`config.mk`:
```
export PLATFORM = sky130hd
export DESIGN_NAME = uart_baud_lock_ctrl
export DESIGN_NICKNAME = d
export VERILOG_FILES = /design/src/rtl/uart_baud_lock_ctrl.sv
export SDC_FILE = /design/constraint.sdc
export NUM_CORES = 1
export LEC_CHECK = 0
export CAP_MARGIN = 20
export CELL_PAD_IN_SITES_DETAIL_PLACEMENT = 1
export CELL_PAD_IN_SITES_GLOBAL_PLACEMENT = 1
export CORE_ASPECT_RATIO = 1.4
export CORE_UTILIZATION = 44
export DETAILED_ROUTE_END_ITERATION = 6
export GPL_TIMING_DRIVEN = 0
export PLACE_DENSITY_LB_ADDON = 0.2
export SETUP_SLACK_MARGIN = 0.05
export SLEW_MARGIN = 40
export SYNTH_ARGS = -nofsm -noshare
export SYNTH_HDL_FRONTEND = slang
export SYNTH_SLANG_ARGS = --single-unit
```
`constraint.sdc`:
```
create_clock -name i_clk -period 7.5 [get_ports i_clk]
set_clock_uncertainty 0.15 [all_clocks]
set_input_delay 0.75 -clock i_clk [delete_from_list [all_inputs] [get_ports i_clk]]
set_output_delay 0.75 -clock i_clk [all_outputs]
set_load 0.005 [all_outputs]
```
`src/rtl/uart_baud_lock_ctrl.sv`:
```
// Autobaud lock sequencer: measures two 0x55 sync frames on the raw RX line and publishes a locked bit-period divisor.
// Latency: 2-FF synchronizer plus one edge-detect stage; lock asserts one candidate period after the sync stop-bit edge.
module uart_baud_lock_ctrl #(
  parameter int DIV_W     = 16,
  parameter int MIN_DIV   = 16,
  parameter int MAX_DIV   = 20833,
  parameter int TOL_SHIFT = 4,
  parameter int ERR_LIMIT = 4,
  parameter int GAP_BITS  = 32
) (
  input  logic             i_clk,
  input  logic             i_rst,
  input  logic             i_uart_rx,
  input  logic             i_rx_vld,
  input  logic             i_frame_err,
  input  logic             i_relock_req,
  output logic [DIV_W-1:0] o_baud_div,
  output logic             o_locked,
  output logic             o_relock,
  output logic [2:0]       o_state
);

  typedef enum logic [2:0] {
    S_IDLE   = 3'd0,
    S_MEAS1  = 3'd1,
    S_GAP    = 3'd2,
    S_VERIFY = 3'd3,
    S_STOP   = 3'd4,
    S_LOCKED = 3'd5
  } state_t;

  localparam int ACC_W  = DIV_W + 3;
  localparam int IDLE_W = DIV_W + $clog2(GAP_BITS) + 1;
  localparam int ERR_W  = $clog2(ERR_LIMIT + 1);
  localparam logic [DIV_W-1:0] SEG_SAT = DIV_W'(MAX_DIV + 1);

  state_t             r_state;
  logic               r_rx_s1, r_rx_s2, r_rx_d;
  logic [DIV_W-1:0]   r_seg;
  logic [DIV_W-1:0]   r_cand;
  logic [ACC_W-1:0]   r_acc;
  logic [2:0]         r_edges;
  logic               r_hi;
  logic [IDLE_W-1:0]  r_idle;
  logic [ERR_W-1:0]   r_err;

  logic               w_fall, w_rise, w_edge;
  logic               w_seg_short, w_seg_long;
  logic [ACC_W-1:0]   w_acc_nxt, w_round;
  logic [DIV_W-1:0]   w_meas, w_diff, w_tol;
  logic [IDLE_W-1:0]  w_cand_ext, w_gap_lim;
  logic [ERR_W-1:0]   w_err_nxt;

  assign w_fall      = r_rx_d & ~r_rx_s2;
  assign w_rise      = ~r_rx_d & r_rx_s2;
  assign w_edge      = w_fall | w_rise;
  assign w_seg_short = r_seg < DIV_W'(MIN_DIV);
  assign w_seg_long  = r_seg > DIV_W'(MAX_DIV);
  assign w_acc_nxt   = r_acc + ACC_W'(r_seg);
  assign w_round     = w_acc_nxt + ACC_W'(4);
  assign w_meas      = DIV_W'(w_round >> 3);
  assign w_diff      = (w_meas > r_cand) ? (w_meas - r_cand) : (r_cand - w_meas);
  assign w_tol       = r_cand >> TOL_SHIFT;
  assign w_cand_ext  = IDLE_W'(r_cand);
  assign w_gap_lim   = IDLE_W'(GAP_BITS) * w_cand_ext;
  assign w_err_nxt   = r_err + ERR_W'(1);
  assign o_state     = r_state;

  always_ff @(posedge i_clk or posedge i_rst) begin
    if (i_rst) begin
      r_state    <= S_IDLE;
      r_rx_s1    <= 1'b1;
      r_rx_s2    <= 1'b1;
      r_rx_d     <= 1'b1;
      r_seg      <= '0;
      r_cand     <= '0;
      r_acc      <= '0;
      r_edges    <= '0;
      r_hi       <= 1'b0;
      r_idle     <= '0;
      r_err      <= '0;
      o_baud_div <= '0;
      o_locked   <= 1'b0;
      o_relock   <= 1'b0;
    end else begin
      r_rx_s1  <= i_uart_rx;
      r_rx_s2  <= r_rx_s1;
      r_rx_d   <= r_rx_s2;
      o_relock <= 1'b0;
      // Segment counter restarts on every edge and saturates just past the legal range.
      if (w_edge)                r_seg <= DIV_W'(1);
      else if (r_seg != SEG_SAT) r_seg <= r_seg + DIV_W'(1);

      if (i_relock_req && r_state != S_LOCKED) begin
        r_state <= S_IDLE;
      end else begin
        case (r_state)
          S_IDLE: begin
            if (w_fall) begin
              r_state <= S_MEAS1;
              r_acc   <= '0;
              r_edges <= '0;
            end
          end
          S_MEAS1, S_VERIFY: begin
            if (w_seg_long || (w_edge && w_seg_short)) begin
              r_state <= S_IDLE;
            end else if (w_edge) begin
              r_acc   <= w_acc_nxt;
              r_edges <= r_edges + 3'd1;
              if (r_edges == 3'd7) begin
                r_hi   <= 1'b0;
                r_idle <= '0;
                if (r_state == S_VERIFY && w_diff <= w_tol) begin
                  r_state <= S_STOP;
                end else begin
                  r_cand  <= w_meas;
                  r_state <= S_GAP;
                end
              end
            end
          end
          S_GAP: begin
            if (!r_hi) begin
              if (w_seg_long) r_state <= S_IDLE;
              else if (w_rise) begin
                r_hi   <= 1'b1;
                r_idle <= IDLE_W'(1);
              end
            end else if (w_fall) begin
              r_state <= S_VERIFY;
              r_acc   <= '0;
              r_edges <= '0;
            end else if (r_idle > w_gap_lim) begin
              r_state <= S_IDLE;
            end else begin
              r_idle <= r_idle + IDLE_W'(1);
            end
          end
          S_STOP: begin
            if (!r_hi) begin
              if (w_seg_long) r_state <= S_IDLE;
              else if (w_rise) begin
                r_hi   <= 1'b1;
                r_idle <= IDLE_W'(1);
              end
            end else if (w_fall) begin
              r_state <= S_IDLE;
            end else if (r_idle >= w_cand_ext) begin
              o_baud_div <= r_cand;
              o_locked   <= 1'b1;
              r_err      <= '0;
              r_state    <= S_LOCKED;
            end else begin
              r_idle <= r_idle + IDLE_W'(1);
            end
          end
          S_LOCKED: begin
            // A framing error in the same cycle as a good byte still counts.
            if (i_relock_req || (i_frame_err && w_err_nxt >= ERR_W'(ERR_LIMIT))) begin
              o_locked <= 1'b0;
              o_relock <= 1'b1;
              r_err    <= '0;
              r_state  <= S_IDLE;
            end else if (i_frame_err) begin
              r_err <= w_err_nxt;
            end else if (i_rx_vld) begin
              r_err <= '0;
            end
          end
          default: r_state <= S_IDLE;
        endcase
      end
    end
  end

endmodule

```
; ---- Word level (Yosys, flattened, before mapping)
; Index checks and enable logic that the tools add are counted.
[totals]
register_bits = 104
latchBits = 0
ramBits = 0
rom_bits = 0
inputBits = 6
word_cells = 149
n_memories = 0
[classes]
addsub = 8
multipliers = 0
div = 0
n_lt_le_gt_ge = 7
eq_ne = 27
shifts = 0
mux = 62
n_bitwise = 9
reduce_logical = 22
[ops]
columns = op, n
row1 = 2-to-1 mux 22 bit, 11
row2 = 2-to-1 mux 19 bit, 4
row3 = 2-to-1 mux 3 bit, 24
row4 = case mux 22 bit (3 select lines), 1
row5 = case mux 19 bit (3 select lines), 1
row6 = 2-to-1 mux 16 bit, 3
row7 = subtractor 16 bit, 2
row8 = AND reduction 6 bit, 4
row9 = adder 22 x 1 -> 22 bit (second input constant), 1
row10 = greater-or-equal comparator 22 x 16 -> 1 bit, 1
row11 = greater-than comparator 22 x 21 -> 1 bit, 1
row12 = != test 3 bit (second input constant), 7
row13 = adder 19 x 16 -> 19 bit, 1
row14 = adder 19 x 3 -> 19 bit (second input constant), 1
row15 = adder 16 x 1 -> 16 bit (second input constant), 1
row16 = greater-than comparator 16 x 15 -> 1 bit (second input constant), 1
row17 = greater-than comparator 16 bit, 1
row18 = <= comparator 16 x 12 -> 1 bit, 1
row19 = < comparator 16 x 5 -> 1 bit (second input constant), 1
row20 = != test 16 x 15 -> 1 bit (second input constant), 1
row21 = != test 2 bit (second input constant), 8
row22 = case mux 3 bit (5 select lines), 1
row23 = AND reduction 5 bit, 3
row24 = 2-to-1 mux 1 bit, 13
row25 = other kinds (20), 42

; ---- Depth between registers and ports, before layout
[depth]
word_depth = 12
ltp_mapped = 33

; ---- Least setup slack after synthesis
; Ideal clock, no wire load.
[synth_timing]
path_kind = register to register
start = register r_seg[0]
end = register r_cand[15]
setup_time_ns = 0.092
arrival_time_ns = 7.317
required_ns = 7.258
path_slack_ns = -0.059
stages_incl_launch_ff = 33
period_less_slack_ns = 7.559
path_cell_list = dfrtp_1 ha_1 fa_1 a211oi_2 o31ai_4 o21a_1 or2_2 nor4_2 or3b_1 o41ai_2 o21a_1 nor2_1 ha_1 nand2_1 nor2_1 a211oi_1 or3b_1 and2_1 buf_2 buf_2 a221o_1 a41oi_1 xnor2_1 ha_1 and4_1 a221oi_1 o221ai_1 a21oi_1 a41oi_1 o21ai_2 clkbuf_1 nand2_1 o31ai_2
[synth_between]
elab_chain_len = 8
elab_cells_between_ends = 15
classes_between = add/sub: 4 / order compare: 4 / mux: 1 / bitwise: 2 / reduce/logical: 4
[synth_lines]
columns = element, line
row1 = "start, declared", 39  ; logic [DIV_W-1:0] r_seg;
row2 = "start signal, assigned", 92  ; else if (r_seg != SEG_SAT) r_seg <= r_seg + DIV_W'(1);
row3 = adder 19 x 16 -> 19 bit (*), 59  ; assign w_acc_nxt = r_acc + ACC_W'(r_seg);
row4 = adder 19 x 3 -> 19 bit (*), 60  ; assign w_round = w_acc_nxt + ACC_W'(4);
row5 = via w_round[18], 49  ; logic [ACC_W-1:0] w_acc_nxt, w_round;
row6 = subtractor 16 bit or greater-than comparator 16 bit (tied branches), 62  ; assign w_diff = (w_meas > r_cand) ? (w_meas - r_cand) : (r_cand - w_meas);
row7 = 2-to-1 mux 16 bit, 62
row8 = <= comparator 16 x 12 -> 1 bit, 114  ; if (r_state == S_VERIFY && w_diff <= w_tol) begin
row9 = logical AND 1 bit, 114
row10 = inverter 1 bit (no line), -
row11 = AND reduction 6 bit (no line), -
row12 = "end signal, assigned", 117  ; r_cand <= w_meas;
row13 = "end, declared", 40  ; logic [DIV_W-1:0] r_cand;
; Mark *: on every way through the listed nets, which the timed path passes. The rest lies on a longest branch.
; A chain may end at the register's enable or synchronous reset.

; ---- Final worst setup path
[layout_timing]
start = register r_seg[0]
end = register r_cand[7]
[layout_between]
elab_chain_len = 8
elab_cells_between_ends = 15
classes_between = add/sub: 4 / order compare: 4 / mux: 1 / bitwise: 2 / reduce/logical: 4
[layout_lines]
columns = element, line
row1 = adder 19 x 16 -> 19 bit (*), 59
row2 = adder 19 x 3 -> 19 bit (*), 60
row3 = via w_round[18], 49
row4 = subtractor 16 bit or greater-than comparator 16 bit (tied branches), 62
row5 = 2-to-1 mux 16 bit (*), 62
row6 = <= comparator 16 x 12 -> 1 bit (*), 114
row7 = logical AND 1 bit (*), 114
row8 = inverter 1 bit (no line) (*), -
row9 = AND reduction 6 bit (no line) (*), -
; Marked as above.

==> results.md <==
* Outcome: complete, but fails checks
* Failing checks: setup timing
* CP max-delay cell: or3b_4
* Post-synth EDFFs at 0
* Multi-input gate area at 0.00633 sq mm
* Synth Area in Compound Gates at 22.2%
* DR vias at 8483
* Setup CP Type: reg -> reg
* Die footprint at 0.0206 sq mm
* Placer's final routability congestion estimate at 0.965
* Area contributors post-synth: dfrtp_1 (29%), ha_1 (15%), o21ai_0 (5.7%)
* Synth warn at 0
* Max-slew violations at 0
* Adder-cell share of the synthesized area at 15.4%
* Initial DRC Count at 424
* Max cap viols at 0
* R2R Path End: r_cand[7]
* Ys flop type: dfrtp_1
* Sink of the worst hold path: r_rx_s2
* Reg area at 0.00261 sq mm
* Worst reg-to-reg path cell count at 33
* DRC viols at 0
* Clock sink count at 104
* Finished Layout Cells at 1378
* Mapped Cells at 1054
* Final instance area at 0.0106 sq mm
* Sequential share of power at 39.6%
* Clk_lat worst skew at 370 ps
* CP max stage delay at 480 ps
* First-pass GRT wire length at 46500 um
* Worst EP arrival at 7860 ps
* Critical path endpoint category: register
* TritonCTS clock tree: yes
* Clock buffer depth at 2
* Switching fraction of total power at 32.9%
* Crit path launch type: register
* Row count at 60
* Die width at 122 um
* Max frequency at 129 MHz
* Clk pin slew, worst setup/hold paths at 70 ps
* Area grow syn2layout at 20.0%
* Reg2reg setup slack at -280 ps
* Clk network pwr share at 34.7%
* Internal power at 0.00102 W
* Hold Crit Depth at 0
* Die H at 170 um
* Slew HR at 40.3%
* FF+latch count, synth at 104
* Core area at 0.0194 sq mm
* Drt first pass iters at 5
* Nets@finish at 1238
* Post-synth cell types at 80
* TritonCTS Buffers at 9
* Sequential-to-total area share from yosys stat at 29.5%
* Gr ovfl total at 0
* Top-area cell type share of the netlist area at 28.6%
* Net Switching at 0.000502 W
* Xor/xnor share of the synthesized area at 5.26%
* Static Leak at 4.79 nW
* Worst IR Drop VDD at 0.000102 V
* WL/cell at 21.9 um
* Synth Cell Area at 0.00882 sq mm
* Hold Crit Start: r_rx_s1
* DPL Wire Length at 21400 um
* Most common cell in the netlist: nand2_1
* CP startpoint: r_seg[0]
* Data required, critical path at 7590 ps
* Max H-tree Level at 3
* Initial antenna violation count at 0
* Worst Hold Class: reg -> reg
* Ys async rst share at 100%
* Worst slew pin tran at 892 ps
* Commonest cells post-synth: nand2_1 (116), ha_1 (104), dfrtp_1 (101), o21ai_0 (101), a21oi_1 (68)
* Syn Area/Cell at 8.37 sq um
* Yosys top cell by area: dfrtp_1
* Tcrit/Tclk final at 104%
* Mux share of post-synthesis cell area at 2.03%
* Via/cell ratio at 6.16
* GR Util All Layers at 29.2%
* CTS Root Cell: clkbuf_16
* Vias in the first global route at 8786
* Crit path max fanout at 5
* Simple-gate share of the synthesized area at 20.9%
* Fill cells at 2264
* Pin count of the biggest net entering global routing at 67
* Final WL at 30200 um
* Routed Antenna Nets at 0
* Unrepaired setup endpoints after global routing: yes
* Synthesized Nets at 1167
* Cell Count Post-Placement at 1329
* Fin. Hold Viols at 0
* I/O pin total at 27
* Initial Utilization at 45.4%
* Largest family of logic cells by synthesized area: compound AO/OA/AOI/OAI gates
* # port buffers at 26
* Final setup fails at 18
* Post-DP Area at 0.00944 sq mm
* Crit path time final at 7780 ps
* Fraction of layout cells with a size suffix above 1 at 14.3%
* Comb power frac at 25.7%
* Antenna diodes at 0
* Worst r2r src: r_seg[0]
* Pwr Density at 144 mW/mm^2
* PnR worst setup slack at -275 ps
## power by group through the flow
stage	Combinational, W	Sequential, W	Clock [W]
final	0.000391	0.000604	0.000529
after global routing	0.000426	0.000608	0.000553
after CTS	0.000356	0.000604	0.000533
after detailed placement	0.000325	0.000614	0
after global placement	0.000308	0.000614	0
after floorplan	0.000216	0.000608	0
## state kept, by name, indices dropped and copies added (netlist names)
name / count
r_err: 3
o_state: 3
r_hi: 1
r_seg: 16
r_edges: 3
r_acc: 19
r_idle: 22
r_rx_d: 1
r_rx_s1: 1
o_baud_div: 16
r_cand: 16
r_rx_s2: 1
o_locked: 1
o_relock: 1
## per-stage QoR
step	hold slack (ps)	total power (W)	worst slack [ps]	util (%)	setup TNS, ps
floorplan	195	0.000824	64.2	-	0
global placement	199	0.000922	-1310	48.4	-21940
detailed placement	200	0.000939	-1370	48.5	-22680
CTS	211	0.00149	-52.2	52.8	-596
global route	219	0.00159	-435	54.5	-6990
finish	210	0.00152	-275	54.5	-4110
## per-layer routing
layer	vias up	global-route usage [%]	share of wire [%]
li1	3940	-	-
met1	4244	34.3	41
met2	200	50.6	50
met3	99	3.43	3.3
met4	0	16.9	6.1
met5	-	0	0
## worst max-delay path: cells and delay by family (launching register included)
family                   cells  cell delay [ps]
AO/OA/AOI/OAI               13             2440
XOR/XNOR                     1              150
adder cells (fa/ha/maj)      4             1130
buffers and inverters        2              330
flip-flops                   1              430
multiplexers                 1              310
AND/OR/NAND/NOR             12             2700
## cell type report
class,instances,area share (%)
clock buffer,11,2.20
buffer,42,2.15
tap,248,2.93
multi-input combinational,850,59.8
clock inverter,5,0.780
sequential,104,24.6
inverter,58,2.13
timing repair buffer,60,5.40
## cells in the final DEF, fill, tap and decap left out, types with 14 or more instances in the layout
master and count:
nand2_1 111, ha_1 100, dfrtp_1 100, o21ai_0 95, a21oi_1 59, inv_1 57
nor2_1 53, clkbuf_1 28, buf_4 27, clkdlybuf4s50_1 26, nand3_1 25, xnor2_1 24
and3_1 21, and2_1 19, a21o_1 17, nor3_1 16, o21ai_1 16, nand4_1 16
xor2_1 15, nand2b_1 15, o31ai_1 14
## kinds of logic (layout without fill, tap and decap cells)
kind of cell	after synthesis	in the layout
AND/OR/NAND/NOR	365	365
AO/OA/AOI/OAI	307	308
adder cells (fa/ha/maj)	107	107
flip-flops	104	104
buffers and inverters	101	176
XOR/XNOR	53	53
multiplexers	17	17
## worst max-delay path by stage
stage | to | slack, ps | cells past startpoint
after floorplan | r_cand[10] | 60 | 30
after global placement | r_cand[15] | -1310 | 32
after detailed placement | r_cand[15] | -1370 | 32
after CTS | r_cand[14] | -50 | 30
after global routing | r_cand[7] | -440 | 34
final | r_cand[7] | -280 | 33
## repair_timing
action,4_1_cts,5_1_grt
setup endpoints to repair,18,18
gates cloned,2,2
pin swaps,29,26
buffers inserted,22,8
hold buffers,0,0
resized for setup,62,60
Power figures use the tool's default switching activity.
